<file path="src/rtl/cci_mpf_prim_fifo_lutram_pkg.sv">
// Shared defaults and elaboration helpers for the LUTRAM-backed FIFO and its storage.
package cci_mpf_prim_fifo_lutram_pkg;

  localparam int unsigned DEFAULT_N_ENTRIES   = 32;
  localparam int unsigned DEFAULT_N_DATA_BITS = 64;
  localparam int unsigned DEFAULT_THRESHOLD   = 2;
  localparam int unsigned MIN_N_ENTRIES       = 4;

  // True when v is a nonzero power of two.
  function automatic bit is_pow2(input int unsigned v);
    return (v != 0) && ((v & (v - 1)) == 0);
  endfunction

endpackage

</file>
<file path="src/rtl/cci_mpf_prim_lutram.sv">
// Distributed-RAM primitive: synchronous write, combinational read.
module cci_mpf_prim_lutram
  import cci_mpf_prim_fifo_lutram_pkg::*;
#(
  parameter int unsigned N_ENTRIES         = DEFAULT_N_ENTRIES,
  parameter int unsigned N_DATA_BITS       = DEFAULT_N_DATA_BITS,
  parameter              READ_DURING_WRITE = "OLD_DATA",
  localparam int unsigned ADDR_W           = $clog2(N_ENTRIES)
)(
  input  logic                   clk,
  input  logic [ADDR_W-1:0]      raddr,
  output logic [N_DATA_BITS-1:0] rdata,
  input  logic [ADDR_W-1:0]      waddr,
  input  logic                   wen,
  input  logic [N_DATA_BITS-1:0] wdata
);

  logic [N_DATA_BITS-1:0] mem [N_ENTRIES];

  // Array write; contents are never reset, so stale data survives a FIFO reset.
  always_ff @(posedge clk) begin
    if (wen) begin
      mem[waddr] <= wdata;
    end
  end

  // Same-cycle read of the address being written: NEW_DATA forwards wdata,
  // otherwise the pre-write contents are returned.
  if (READ_DURING_WRITE == "NEW_DATA") begin : g_new_data
    assign rdata = (wen && (waddr == raddr)) ? wdata : mem[raddr];
  end else begin : g_old_data
    assign rdata = mem[raddr];
  end

endmodule

</file>
<file path="src/rtl/cci_mpf_prim_fifo_lutram.sv">
// Synchronous FIFO over a LUTRAM array with occupancy, full/almost-full
// flow control and a sticky protocol-error flag.
module cci_mpf_prim_fifo_lutram
  import cci_mpf_prim_fifo_lutram_pkg::*;
#(
  parameter int unsigned N_ENTRIES   = DEFAULT_N_ENTRIES,
  parameter int unsigned N_DATA_BITS = DEFAULT_N_DATA_BITS,
  parameter int unsigned THRESHOLD   = DEFAULT_THRESHOLD
)(
  input  logic                   clk,
  input  logic                   reset,
  input  logic [N_DATA_BITS-1:0] enq_data,
  input  logic                   enq_en,
  output logic                   notFull,
  output logic                   almostFull,
  output logic [N_DATA_BITS-1:0] first,
  input  logic                   deq_en,
  output logic                   notEmpty,
  output logic                   err
);

  localparam int unsigned IDX_W = $clog2(N_ENTRIES);
  localparam int unsigned CNT_W = IDX_W + 1;

  typedef logic [IDX_W-1:0] t_idx;
  typedef logic [CNT_W-1:0] t_cnt;

  localparam t_cnt CNT_FULL  = t_cnt'(N_ENTRIES);
  localparam t_cnt CNT_AFULL = t_cnt'(N_ENTRIES - THRESHOLD);

  t_idx wr_idx;
  t_idx rd_idx;
  t_cnt count;

  logic enq_ok;
  logic deq_ok;
  logic enq_err;
  logic deq_err;

  // Flow-control outputs depend only on registered occupancy.
  assign notFull    = (count != CNT_FULL);
  assign notEmpty   = (count != '0);
  assign almostFull = (count >= CNT_AFULL);

  // Accept/reject decisions from registered state; a full FIFO is not
  // relieved by a same-cycle dequeue.
  assign enq_ok  = enq_en && notFull;
  assign deq_ok  = deq_en && notEmpty;
  assign enq_err = enq_en && !notFull;
  assign deq_err = deq_en && !notEmpty;

  // Storage; the head entry is read combinationally at rd_idx.
  cci_mpf_prim_lutram #(
    .N_ENTRIES         (N_ENTRIES),
    .N_DATA_BITS       (N_DATA_BITS),
    .READ_DURING_WRITE ("OLD_DATA")
  ) mem (
    .clk   (clk),
    .raddr (rd_idx),
    .rdata (first),
    .waddr (wr_idx),
    .wen   (enq_ok),
    .wdata (enq_data)
  );

  // Pointer, occupancy and sticky error update; pointers wrap naturally.
  always_ff @(posedge clk) begin
    if (reset) begin
      wr_idx <= '0;
      rd_idx <= '0;
      count  <= '0;
      err    <= 1'b0;
    end else begin
      if (enq_ok) begin
        wr_idx <= wr_idx + t_idx'(1);
      end
      if (deq_ok) begin
        rd_idx <= rd_idx + t_idx'(1);
      end
      case ({enq_ok, deq_ok})
        2'b10:   count <= count + t_cnt'(1);
        2'b01:   count <= count - t_cnt'(1);
        default: count <= count;
      endcase
      if (enq_err || deq_err) begin
        err <= 1'b1;
      end
    end
  end

  // Simulation-only checks: legal geometry and protocol misuse warnings.
  always_ff @(posedge clk) begin
    if (reset) begin
      assert (is_pow2(N_ENTRIES) && (N_ENTRIES >= MIN_N_ENTRIES) &&
              (THRESHOLD >= 1) && (THRESHOLD < N_ENTRIES))
        else $error("cci_mpf_prim_fifo_lutram: illegal N_ENTRIES/THRESHOLD");
    end else begin
      assert (!enq_err)
        else $warning("cci_mpf_prim_fifo_lutram: enqueue while full dropped");
      assert (!deq_err)
        else $warning("cci_mpf_prim_fifo_lutram: dequeue while empty ignored");
    end
  end

endmodule

</file>
<file path="config.mk">
export PLATFORM = sky130hd
export DESIGN_NAME = cci_mpf_prim_fifo_lutram
export DESIGN_NICKNAME = d
export VERILOG_FILES = /design/src/rtl/cci_mpf_prim_fifo_lutram_pkg.sv /design/src/rtl/cci_mpf_prim_lutram.sv /design/src/rtl/cci_mpf_prim_fifo_lutram.sv
export SDC_FILE = /design/constraint.sdc
export NUM_CORES = 2
export LEC_CHECK = 0
export ABC_AREA = 1
export BUFFER_PORTS_ARGS = -buffer_cell sky130_fd_sc_hd__buf_2
export CORE_MARGIN = 1.5
export CORE_UTILIZATION = 40
export DETAILED_ROUTE_END_ITERATION = 16
export GPL_ROUTABILITY_DRIVEN = 0
export SLEW_MARGIN = 20
export SYNTH_ARGS = -nofsm -noshare
export SYNTH_HDL_FRONTEND = slang
export SYNTH_SLANG_ARGS = --single-unit
</file>
<file path="constraint.sdc">
create_clock -name clk -period 11 [get_ports clk]
set_clock_uncertainty 0.15 [all_clocks]
set_input_delay 0.55 -clock clk [delete_from_list [all_inputs] [get_ports clk]]
set_output_delay 0.55 -clock clk [all_outputs]
set_load 0.02 [all_outputs]
</file>
Yosys cells after proc, flatten, opt, wreduce, memory -nomap -nowiden. Memories as Yosys holds them, arrays and structs flattened. A register that Yosys moved wholly into a read port is not among the register bits. Index checks and enable logic that the tools add are counted.

Flip-flop bits (word level): 17. Latch bits: 0. Bits in writable memories: 2048. Memory bits (read-only): 0. Logic and storage cells: 27. Memories: 1.

Memory list: mem.mem (words 32, bits a word 64, rd ports 1, clocked after Yosys merged registers in 1, wr ports 1, RTL line cci_mpf_prim_lutram.sv:18) `logic [N_DATA_BITS-1:0] mem [N_ENTRIES];`.

Add/subtract/negate cells: 4. Multiply operators: 0. Div/mod/pow operators: 0. $lt $le $gt $ge: 1. Eq/ne operators: 3. Shifts and indexed selects: 0. Mux-type cells: 5. Bitwise logic cells: 0. Reductions and logical operators: 9.

Operators with widths (count): 6-bit case mux with 2 select lines (1); 5-bit by 1-bit adder with 5-bit output (second input constant) (2); 5-bit 2-to-1 mux (2); 6-bit by 1-bit adder with 6-bit output (second input constant) (1); 6-bit by 5-bit greater-or-equal comparator with 1-bit output (second input constant) (1); 6-bit inequality test (second input constant) (1); 6-bit nonzero test (1); 6-bit by 1-bit subtractor with 6-bit output (second input constant) (1); 1-bit logical AND (4); 2-bit by 1-bit == test with 1-bit output (second input constant) (1); 2-bit == test (second input constant) (1); 1-bit logical NOT (2); 1-bit 2-to-1 mux (2); 2-bit nonzero test (1); 1-bit logical OR (1).

Longest topological paths before layout.
Depth in word-level cells: 4. Mapped depth: 16. Depth with buffers taken out: 14.

By module. Synthesis repeated with hierarchy kept, for this count alone.

Cells, all modules: 6840. Area total of the unflattened synthesis: 82699.3 um2.

By module, submodules not included: cci_mpf_prim_lutram (instances 1, cells each 6704, area an instance 81709.6 um2, sequential area each 61499.0 um2); cci_mpf_prim_fifo_lutram (instances 1, cells each 136, area an instance 989.7 um2, sequential area each 340.3 um2).

Worst setup path after synthesis. OpenSTA, ideal clock, no wires.

Path type: flip-flop to flip-flop. From: register count[1]. To: memory mem.mem[31][0] (netlist bit), enable pin. Arrival: 5334 ps. Data required time: 10283 ps. Setup slack: 4949 ps. Cell stages (with the launch flop): 6. Cells stage by stage: dfxtp_1 -> nor2_1 -> nand3_1 -> nand2_1 -> buf_2 -> nor3_1.

Longest elaborated chain between the ends: 4.

Ends and longest elaborated chain: start: declaration (RTL line cci_mpf_prim_fifo_lutram.sv:33) `t_cnt count;`; start signal: assignment (RTL line cci_mpf_prim_fifo_lutram.sv:81) `2'b10: count <= count + t_cnt'(1);`; start signal: assignment (RTL line cci_mpf_prim_fifo_lutram.sv:82) `2'b01: count <= count - t_cnt'(1);`; start signal: assignment (RTL line cci_mpf_prim_fifo_lutram.sv:83) `default: count <= count;`; 6-bit inequality test (RTL line cci_mpf_prim_fifo_lutram.sv:41) `assign notFull = (count != CNT_FULL);`; named net notFull (RTL line cci_mpf_prim_fifo_lutram.sv:14) `output logic notFull,`; 1-bit logical AND (RTL line cci_mpf_prim_fifo_lutram.sv:47) `assign enq_ok = enq_en && notFull;`; 1-bit 2-to-1 mux (RTL line cci_mpf_prim_lutram.sv:22) `if (wen) begin`; 1-bit 2-to-1 mux (not written as such) (RTL line cci_mpf_prim_lutram.sv:23) `mem[waddr] <= wdata;`; end: declaration (RTL line cci_mpf_prim_lutram.sv:18).

The timed path passes the listed nets, and every way through them passes these cells.

==> flow_metrics.tcl <==
set metrics [dict create \
    synth.distinct_cells 33 \
    avgSynthCellArea_sq_um 13.32 \
    dpl_cell_area_sq_um 83890 \
    worstSetupPathType "reg -> out" \
    track_usage_pct 22.35 \
    syn-instance-count 6068 \
    initialDrtViolationCount 6267 \
    clkTransAtPathRegs_ns 0.06 \
    cp-end-kind "primary output" \
    maxSlewViolCount 0 \
    routed_wl_mm 233.6 \
    tightest_slew_ns 1.187 \
    drv_cap 0 \
    clockBufferDepth 3 \
    crit_path_frequent_cell "buf_4" \
    worstSkewPairLatency_ns 0.85 \
    ctsResizeCount 0 \
    syn_nets 6143 \
    io_pins 136 \
    peakVddDrop_uv 157.8 \
    overflow 0 \
    max_freq_mhz 146.8 \
    grt_pass1_vias 48930 \
    synth.area.top_cells "edfxtp_1 (76%), o21ai_0 (6.9%), nor2_1 (5.9%)" \
    start_util_pct 40.35 \
    wl_per_cell_microns 26.15 \
    antenna_found_initial 21 \
    synth_largest_area_cell "edfxtp_1" \
    rsz0062_at_grt "false" \
    ant_nets 0 \
    ys_seq_area_share_pct 76.64 \
    hpwl_mm 106.2 \
    hold_path_class "in -> reg" \
    required_ns 10.30 \
    htree_num_levels 4 \
    rows 164 \
    nets 6171 \
    max-slew-margin-rel_pct 20.85 \
    crit_arrival_ns 6.11 \
    crit_path_max_fanout 102 \
    dieArea_sq_um 204800 \
    port_buffers 135 \
    cts.sinks 2070 \
    drtPass1Iterations 6 \
    cp-start-kind "flip-flop" \
    synth_warnings 0 \
    die_h_microns 452.5 \
    worst-path-buf-inv 4 \
    crit_family "buffers and inverters" \
    drive_gt1_share_pct 8.820 \
    max_stage_delay_ns 0.95 \
    path_cells "buf_4, buf_4, buf_4, o21ai_0, o22ai_1, o21ai_1, o22ai_1, nand2_1, nand2_1, buf_2" \
    chipWidth_microns 452.5 \
    timing.final.crit_share_pct 61.95 \
    n_fill_cell 17774 \
    setup_viol 0 \
    fin_tns_setup_ns 0 \
    core_area_sq_um 200300 \
    holdWs_ns 0.03821 \
    final_cell_area_sq_um 90670 \
    status "completed" \
    via_per_inst 5.767 \
    power.total_mw 19.65 \
    grt_max_degree 302 \
    cts_tree "done" \
    period_needed_ns 6.814 \
    power.leakage_nw 29.01 \
    cts_inserted_buffers 209 \
    p_per_area_nw_per_um2 216.8 \
    dr_total_vias 51508 \
    cts-root-buf "clkbuf_16" \
    ys_ff_latch 2070 \
    synth_area_sq_um 80820 \
    area_growth_pct 12.19 \
    cpMaxStageDelayCell "dfxtp_4" \
    remaining_drc_errors 0 \
    yosys.area.top_type_share_pct 76.09 \
    hold_viol 0 \
    grt_pass1_wl_mm 334.8 \
]
cells in the mapped netlist:
cell type / count
o41ai_1: 1
edfxtp_1: 2048
nand3b_1: 1
nor3b_1: 1
inv_1: 31
o21ai_0: 1119
nand4_1: 2
buf_4: 43
nand2_2: 1
clkbuf_2: 1
buf_6: 13
o21ai_1: 131
buf_2: 111
nand2_1: 273
and3_1: 1
nor3_1: 5
clkbuf_1: 256
o21bai_2: 1
nand3_1: 85
a21oi_1: 16
o22ai_1: 560
xnor2_1: 1
clkinv_2: 1
ha_1: 7
o31ai_1: 2
inv_6: 1
a31o_2: 1
inv_2: 3
dfxtp_1: 22
o221ai_1: 45
nor2_1: 1262
buf_1: 16
xor2_1: 7
per-stage QoR:
stage	util [%]	worst slack (ns)	instances
after global routing	45.27	3.892	8926
after global placement	41.89	5.215	8520
after CTS	45.25	4.218	8925
after detailed placement	41.89	5.129	8520
final	45.27	4.186	8932
after floorplan	-	4.949	6068
cells by family after synthesis:
family	after synthesis	synth area share, %
flip-flops	2070	76.64
buffers and inverters	476	2.712
adder cells (fa/ha/maj)	7	0.1084
XOR/XNOR	8	0.08670
AO/OA/AOI/OAI	1876	12.72
AND/OR/NAND/NOR	1631	7.736
power breakdown:
part	internal [mW]	switching [mW]	total [mW]
Combinational	1.14	2.78	3.91
Sequential	8.79	0.103	8.89
Clock	3.89	2.96	6.85
Total	13.8	5.84	19.7
placed cells by master (no fill, tap or decap), types with 7 or more instances in the layout:
master and n:
clkbuf_16 214, dlygate4sd3_1 20, clkinv_1 54, buf_4 96, nor2_1 1233, a21oi_1 16
nand2_1 273, nand3_1 85, ha_1 7, nor2_4 29, inv_6 8, buf_2 135
bufinv_16 14, clkinv_2 26, clkbuf_1 61, o21ai_0 1119, xor2_1 7, dfxtp_1 17
inv_1 30, edfxtp_1 2048, o221ai_1 45, o21ai_1 131, o22ai_1 560
sequential cells by signal, indices dropped and copies added (netlist names), named ones only:
signal	flops
mem.mem	2048
rd_idx	5
count	6
err	1
wr_idx	5
tightest hold or removal path: stages:
cell and delay (ns):
buf_2 0.10, nand2_1 0.22, a21oi_1 0.10
layout make-up:
cell class | instances | area (sq um) | share of cell area, %
multi-input cells | 3522 | 16920 | 18.66
diodes | 6 | 15.01 | 0.01656
inverters | 36 | 202.7 | 0.2236
clock buffers | 275 | 5584 | 6.159
clock inverters | 110 | 950.9 | 1.049
well taps | 2656 | 3323 | 3.665
repair buffers | 257 | 1715 | 1.892
flip-flops and latches | 2070 | 61960 | 68.33
repair_timing:
| action | in CTS | in global routing |
|---|---|---|
| buffers inserted | 0 | 0 |
| hold endpoints to repair | 301 | 0 |
| hold buffers | 20 | 0 |
routing by layer:
metal / vias to the layer above / routed length, microns / global-route usage (%) / share of wire (%)
li1: 22762 / - / - / -
met1: 25950 / 94760 / 30.13 / 41
met2: 2331 / 111300 / 36.55 / 48
met3: 441 / 19980 / 4.104 / 8.6
met4: 24 / 7420 / 7.299 / 3.2
met5: - / 137 / 0 / 0.059
worst paths after layout:
| kind | start | endpoint | slack [ns] | cells after the start |
|---|---|---|---|---|
| worst max-delay path | flip-flop | first[26] | 4.19 | 10 |
| worst min-delay path | deq_en | flip-flop | 0.04 | 3 |
| worst max register to register | count[3]$_SDFFE_PP0P_ | mem.mem[30][42]$_DFFE_PP_ | 6.57 | 9 |
| worst min register to register | err$_SDFFE_PP0P_ | err$_SDFFE_PP0P_ | 0.33 | 2 |
No activity file was read; power rests on OpenSTA's default activity.
